[src/rtl/zigzag_pkg.sv]
// Shared constants for the zigzag reorder sequencer: block geometry and the
// zigzag-index to raster-address table.
package zigzag_pkg;

  localparam int BLK_SZ = 64;
  localparam int IDX_W  = 6;
  localparam int NBANK  = 2;

  typedef logic [IDX_W-1:0] idx_t;

  localparam idx_t LAST_IDX = 6'd63;

  localparam idx_t ZZ_LUT [0:BLK_SZ-1] = '{
    6'd0,  6'd1,  6'd8,  6'd16, 6'd9,  6'd2,  6'd3,  6'd10,
    6'd17, 6'd24, 6'd32, 6'd25, 6'd18, 6'd11, 6'd4,  6'd5,
    6'd12, 6'd19, 6'd26, 6'd33, 6'd40, 6'd48, 6'd41, 6'd34,
    6'd27, 6'd20, 6'd13, 6'd6,  6'd7,  6'd14, 6'd21, 6'd28,
    6'd35, 6'd42, 6'd49, 6'd56, 6'd57, 6'd50, 6'd43, 6'd36,
    6'd29, 6'd22, 6'd15, 6'd23, 6'd30, 6'd37, 6'd44, 6'd51,
    6'd58, 6'd59, 6'd52, 6'd45, 6'd38, 6'd31, 6'd39, 6'd46,
    6'd53, 6'd60, 6'd61, 6'd54, 6'd47, 6'd55, 6'd62, 6'd63
  };

  function automatic idx_t zz_map(input idx_t idx);
    return ZZ_LUT[idx];
  endfunction

endpackage

[src/rtl/zigzag_ctrl.sv]
// Ping-pong bank sequencer: raster-order writes from the FDCT, zigzag-order
// reads to the quantiser. Addressing and handshake only.
module zigzag_ctrl
  import zigzag_pkg::*;
(
  input  logic       clk,
  input  logic       rst,
  input  logic       in_valid,
  input  logic       in_strb,
  output logic       in_ready,
  output logic       wr_en,
  output logic       wr_bank,
  output logic [5:0] wr_addr,
  output logic       rd_en,
  output logic       rd_bank,
  output logic [5:0] rd_addr,
  output logic       out_valid,
  input  logic       out_ready,
  output logic       out_strb,
  output logic       out_last,
  output logic       sync_err
);

  idx_t       r_wr_cnt;
  idx_t       r_rd_idx;
  logic       r_wb;
  logic       r_rb;
  logic [1:0] r_full;
  logic       r_synced;
  logic       r_out_valid;
  logic       r_out_strb;
  logic       r_out_last;

  logic       w_take;
  logic       w_accept;
  logic       w_wr_done;
  logic       w_rd_done;
  logic       w_adv;
  logic [1:0] w_full_set;
  logic [1:0] w_full_clr;

  assign in_ready  = ~r_full[r_wb];
  assign w_take    = in_valid & in_ready;
  // Unsynchronised words are dropped; a strobe always resynchronises.
  assign w_accept  = w_take & (in_strb | r_synced);
  assign sync_err  = w_take & ((in_strb & (r_wr_cnt != 6'd0)) | (~in_strb & ~r_synced));
  assign w_wr_done = w_accept & ~in_strb & (r_wr_cnt == LAST_IDX);

  assign wr_en   = w_accept;
  assign wr_bank = r_wb;
  assign wr_addr = in_strb ? 6'd0 : r_wr_cnt;

  assign w_adv     = ~r_out_valid | out_ready;
  assign rd_en     = r_full[r_rb] & w_adv;
  assign w_rd_done = rd_en & (r_rd_idx == LAST_IDX);
  assign rd_bank   = r_rb;
  assign rd_addr   = zz_map(r_rd_idx);

  assign out_valid = r_out_valid;
  assign out_strb  = r_out_strb;
  assign out_last  = r_out_last;

  // Set and clear always target different banks, so both can apply together.
  assign w_full_set = {w_wr_done & r_wb, w_wr_done & ~r_wb};
  assign w_full_clr = {w_rd_done & r_rb, w_rd_done & ~r_rb};

  // Bank-full flags shared by the write and read sides.
  always_ff @(posedge clk or negedge rst) begin
    if (!rst) begin
      r_full <= 2'b00;
    end else begin
      r_full <= (r_full | w_full_set) & ~w_full_clr;
    end
  end

  // Write counter, write bank and framing state.
  always_ff @(posedge clk or negedge rst) begin
    if (!rst) begin
      r_wr_cnt <= 6'd0;
      r_wb     <= 1'b0;
      r_synced <= 1'b0;
    end else if (w_accept) begin
      if (in_strb) begin
        r_synced <= 1'b1;
        r_wr_cnt <= 6'd1;
      end else if (r_wr_cnt == LAST_IDX) begin
        r_synced <= 1'b0;
        r_wr_cnt <= 6'd0;
        r_wb     <= ~r_wb;
      end else begin
        r_wr_cnt <= r_wr_cnt + 6'd1;
      end
    end
  end

  // Read index, read bank and the registered output handshake.
  always_ff @(posedge clk or negedge rst) begin
    if (!rst) begin
      r_rd_idx    <= 6'd0;
      r_rb        <= 1'b0;
      r_out_valid <= 1'b0;
      r_out_strb  <= 1'b0;
      r_out_last  <= 1'b0;
    end else begin
      if (rd_en) begin
        if (r_rd_idx == LAST_IDX) begin
          r_rd_idx <= 6'd0;
          r_rb     <= ~r_rb;
        end else begin
          r_rd_idx <= r_rd_idx + 6'd1;
        end
      end
      if (w_adv) begin
        r_out_valid <= rd_en;
        r_out_strb  <= rd_en & (r_rd_idx == 6'd0);
        r_out_last  <= rd_en & (r_rd_idx == LAST_IDX);
      end
    end
  end

endmodule

[config.mk]
export PLATFORM = sky130hd
export DESIGN_NAME = zigzag_ctrl
export DESIGN_NICKNAME = d
export VERILOG_FILES = /design/src/rtl/zigzag_pkg.sv /design/src/rtl/zigzag_ctrl.sv
export SDC_FILE = /design/constraint.sdc
export NUM_CORES = 1
export LEC_CHECK = 0
export CAP_MARGIN = 20
export CORE_ASPECT_RATIO = 1.1
export CORE_MARGIN = 3
export CORE_UTILIZATION = 47
export DETAILED_ROUTE_END_ITERATION = 7
export GPL_TIMING_DRIVEN = 0
export PLACE_DENSITY_LB_ADDON = 0.08
export SLEW_MARGIN = 30
export SYNTH_ARGS = -nofsm -noshare
export SYNTH_HDL_FRONTEND = slang
export SYNTH_SLANG_ARGS = --single-unit
[constraint.sdc]
create_clock -name clk -period 4.69 [get_ports clk]
set_input_delay 0.938 -clock clk [delete_from_list [all_inputs] [get_ports clk]]
set_output_delay 0.938 -clock clk [all_outputs]
set_load 0.05 [all_outputs]
==> flow_summary_export.csv <==
group,metric,value,unit
final_layout,diodes,0,
place,place_area,2140,µm²
critical_path,crit_fanout,10,
drt,firstDrtPassIters,4,
pwr,ir_drop,0.198,mV
drt,top_layer,"met4",
sta,max_freq,0.235,GHz
pwr,p_per_area,214,nW/µm²
critical_path,crit_slowest_cell,"clkdlybuf4s50_1",
drt,antenna_left,0,
place,gp_congestion,0.866,
sta,fin_crit,4260,ps
sta,rsz0062_at_grt,"no",
critical_path,critical_path_required,3750,ps
outcome,run_status,"finished, final reports clean",
pwr,power,473,µW
floorplanning,ios,26,
drt,drt-met1-wl,1860,µm
synthesis,async_reset_ff_share,100,%
synthesis,synth_ff_type,"dfrtp_1",
clock_tree,path_clk_slew,80,ps
critical_path,cp-end-kind,"primary output",
floorplanning,core_area,3710,µm²
sta,fin_ws,426,ps
final_layout,final_area,2200,µm²
global_routing,grt_antenna_before_repair,0,
drt,vias_per_cell,5.87,
synthesis,synth.net_count,229,
sta,finalHoldViolCount,0,
sta,setup_viol,0,
synthesis,yosysWarnings,0,
clock_tree,insertion_delay,250,ps
critical_path,path_class,"reg -> out",
final_layout,multiInputGateArea,1210,µm²
synthesis,syn_area,1840,µm²
clock_tree,cts_root_buf,"clkbuf_8",
clock_tree,postCtsSetupBuffers,0,
synthesis,yosys.area.top_type_share,27.3,%
final_layout,drive_gt1_share,13.2,%
drt,drc,0,
sta,fin_tns_setup,0,ps
floorplanning,die_w,65.6,µm
clock_tree,tritoncts,"built",
floorplanning,floorplan.initialDensity,49.4,%
synthesis,synth-seq-area-share,27.3,%
place,numPortBuffers,24,
pwr,leakage,0.922,nW
job,cap_violations,0,
final_layout,syn_to_final_growth,20.1,%
global_routing,grt_pass1_vias,1658,
final_layout,regArea,500,µm²
drt,via_count,1667,
synthesis,ys_types,51,
global_routing,grt.total_usage,20.3,%
clock_tree,htreeDepth,1,
final_layout,finalNonFillerCells,284,
final_layout,utilization,59.4,%
place,dp_slack,728,ps
critical_path,timing.reg2reg.setup_slack,2800,ps
synthesis,synth_area_per_cell,8.91,µm²
clock_tree,ctsResizeCount,0,
sta,worst_pin_slew,536,ps
drt,dr.first_iter.drc_count,150,
synthesis,synth_seq_cells,20,
drt,dr_wl_met2,2360,µm
drt,wl_per_cell,15.6,µm
synthesis,synth_top_cells_by_area,"dfrtp_1, ha_1, mux4_2, mux2i_1, o21ai_0",
floorplanning,die-height,71.5,µm
clock_tree,cts_hold_buffers,0,
floorplanning,std_cell_rows,23,
sta,hold_ws,479,ps
drt,wl,4430,µm
sta,final_max_slew_viol_count,0,
place,dp_hpwl,3340,µm
drt,met3_length,126,µm
synthesis,synth_edf_count,0,
place,place_inst,280,
critical_path,crit_path_frequent_cell,"inv_1",
global_routing,grt_pass1_wl,7590,µm
sta,slew_headroom,64.2,%
min_path,min_path_type,"reg -> reg",
sta,period_share,90.9,%
sta,skew,6.64,ps
synthesis,synth_top_cell_by_area,"dfrtp_1",
clock_tree,clk_path_buf_depth,2,
critical_path,slowest_delay,830,ps
final_layout,nets,258,
critical_path,cp.arrival,3330,ps
synthesis,syn_inst,206,
critical_path,crit_chain,"buf_2 > inv_1 > ha_1 > inv_1 > a21oi_1 > mux4_2 > a22oi_1 > clkdlybuf4s50_1",
floorplanning,dieArea,4690,µm²
global_routing,overflow,0,
clock_tree,cts_buffers,3,
final_layout,fill_cells,335,
critical_path,worst_setup_path_start_kind,"flip-flop",
clock_tree,clock_sinks,20,
global_routing,grt_max_degree,21,
-- routing by layer --
layer  track usage [%]  up-vias
li1                  -      795
met1              24.2      819
met2              37.3       44
met3              1.72        9
met4              8.06        0
met5                 0        -
-- logic make-up (layout without fill, tap and decap cells) --
family,Yosys count,after routing,synth area share (%)
fa+ha+maj,18,18,12.3
buf+inv,27,55,6.95
xor+xnor,3,3,1.43
flops,20,20,27.3
simple gates,76,76,21.9
compound gates,47,47,17.6
mux,15,15,12.5
-- registers in the layout, indices dropped and copies added (netlist names) --
signal	flops
rd_bank	1
out_strb	1
r_rd_idx	6
out_valid	1
r_full	2
wr_bank	1
r_wr_cnt	6
r_synced	1
out_last	1
-- worst max-delay path, delay by kind of cell (launching register included) --
family,cells,cell delay (ps)
AO/OA/AOI/OAI,2,280
adder cells (fa/ha/maj),1,440
buffers and inverters,4,1400
flip-flops,1,490
multiplexers,1,460
-- path summary, 6_finish.rpt --
kind	startpoint	end	depth (start not counted)
worst min-delay path	out_last	out_last	2
worst max-delay path	r_rd_idx[0]	rd_addr[1]	8
worst min register to register	out_last	out_last	2
max in group asynchronous	rst	r_rd_idx[1]	1
min in group asynchronous	rst	wr_bank	1
worst max register to register	r_rd_idx[1]	r_rd_idx[0]	5
-- final cells by class --
cell class                 instances  share of cell area (%)
inverter                          12                    2.04
timing repair buffer              24                    10.7
sequential                        20                    22.7
clock buffer                       3                    1.87
tap                               50                    2.84
clock inverter                     1                    1.36
multi-input combinational        159                    54.8
buffer                            15                    3.75
-- cells in the mapped netlist, types with 2 or more instances --
cell type and n:
buf_4 2, clkbuf_1 3, nand2b_1 4, xor2_1 2, a21oi_1 10, nand2_1 16
mux4_2 6, and3_1 4, mux2i_1 7, inv_1 11, dfrtp_1 20, nor3_1 5
o21ai_0 14, a22oi_1 2, nand3_1 6, nor4_1 4, a22o_1 7, nor2_1 17
a221o_1 2, buf_2 8, nor2b_1 8, nand3b_1 2, ha_1 18
-- report_power, final --
part	internal (mW)	leakage (nW)	switching [mW]
registers	0.185	0.263	0.0217
clock network	0.114	0.0357	0.0546
logic	0.0392	0.624	0.0587
-- cells in the final DEF (no fill, tap or decap), types with 4 or more instances in the layout --
master            n
ha_1             18
nor3_1            5
a21oi_1          10
nor2_1           17
inv_1            11
nand2b_1          4
nand3_1           6
mux2i_1           7
nor2b_1           8
mux4_2            6
nand2_1          16
buf_2             9
a22o_1            7
and3_1            4
dfrtp_1          20
clkdlybuf4s50_1  23
o21ai_0          14
nor4_1            4
(Power assumes the default switching activity.)
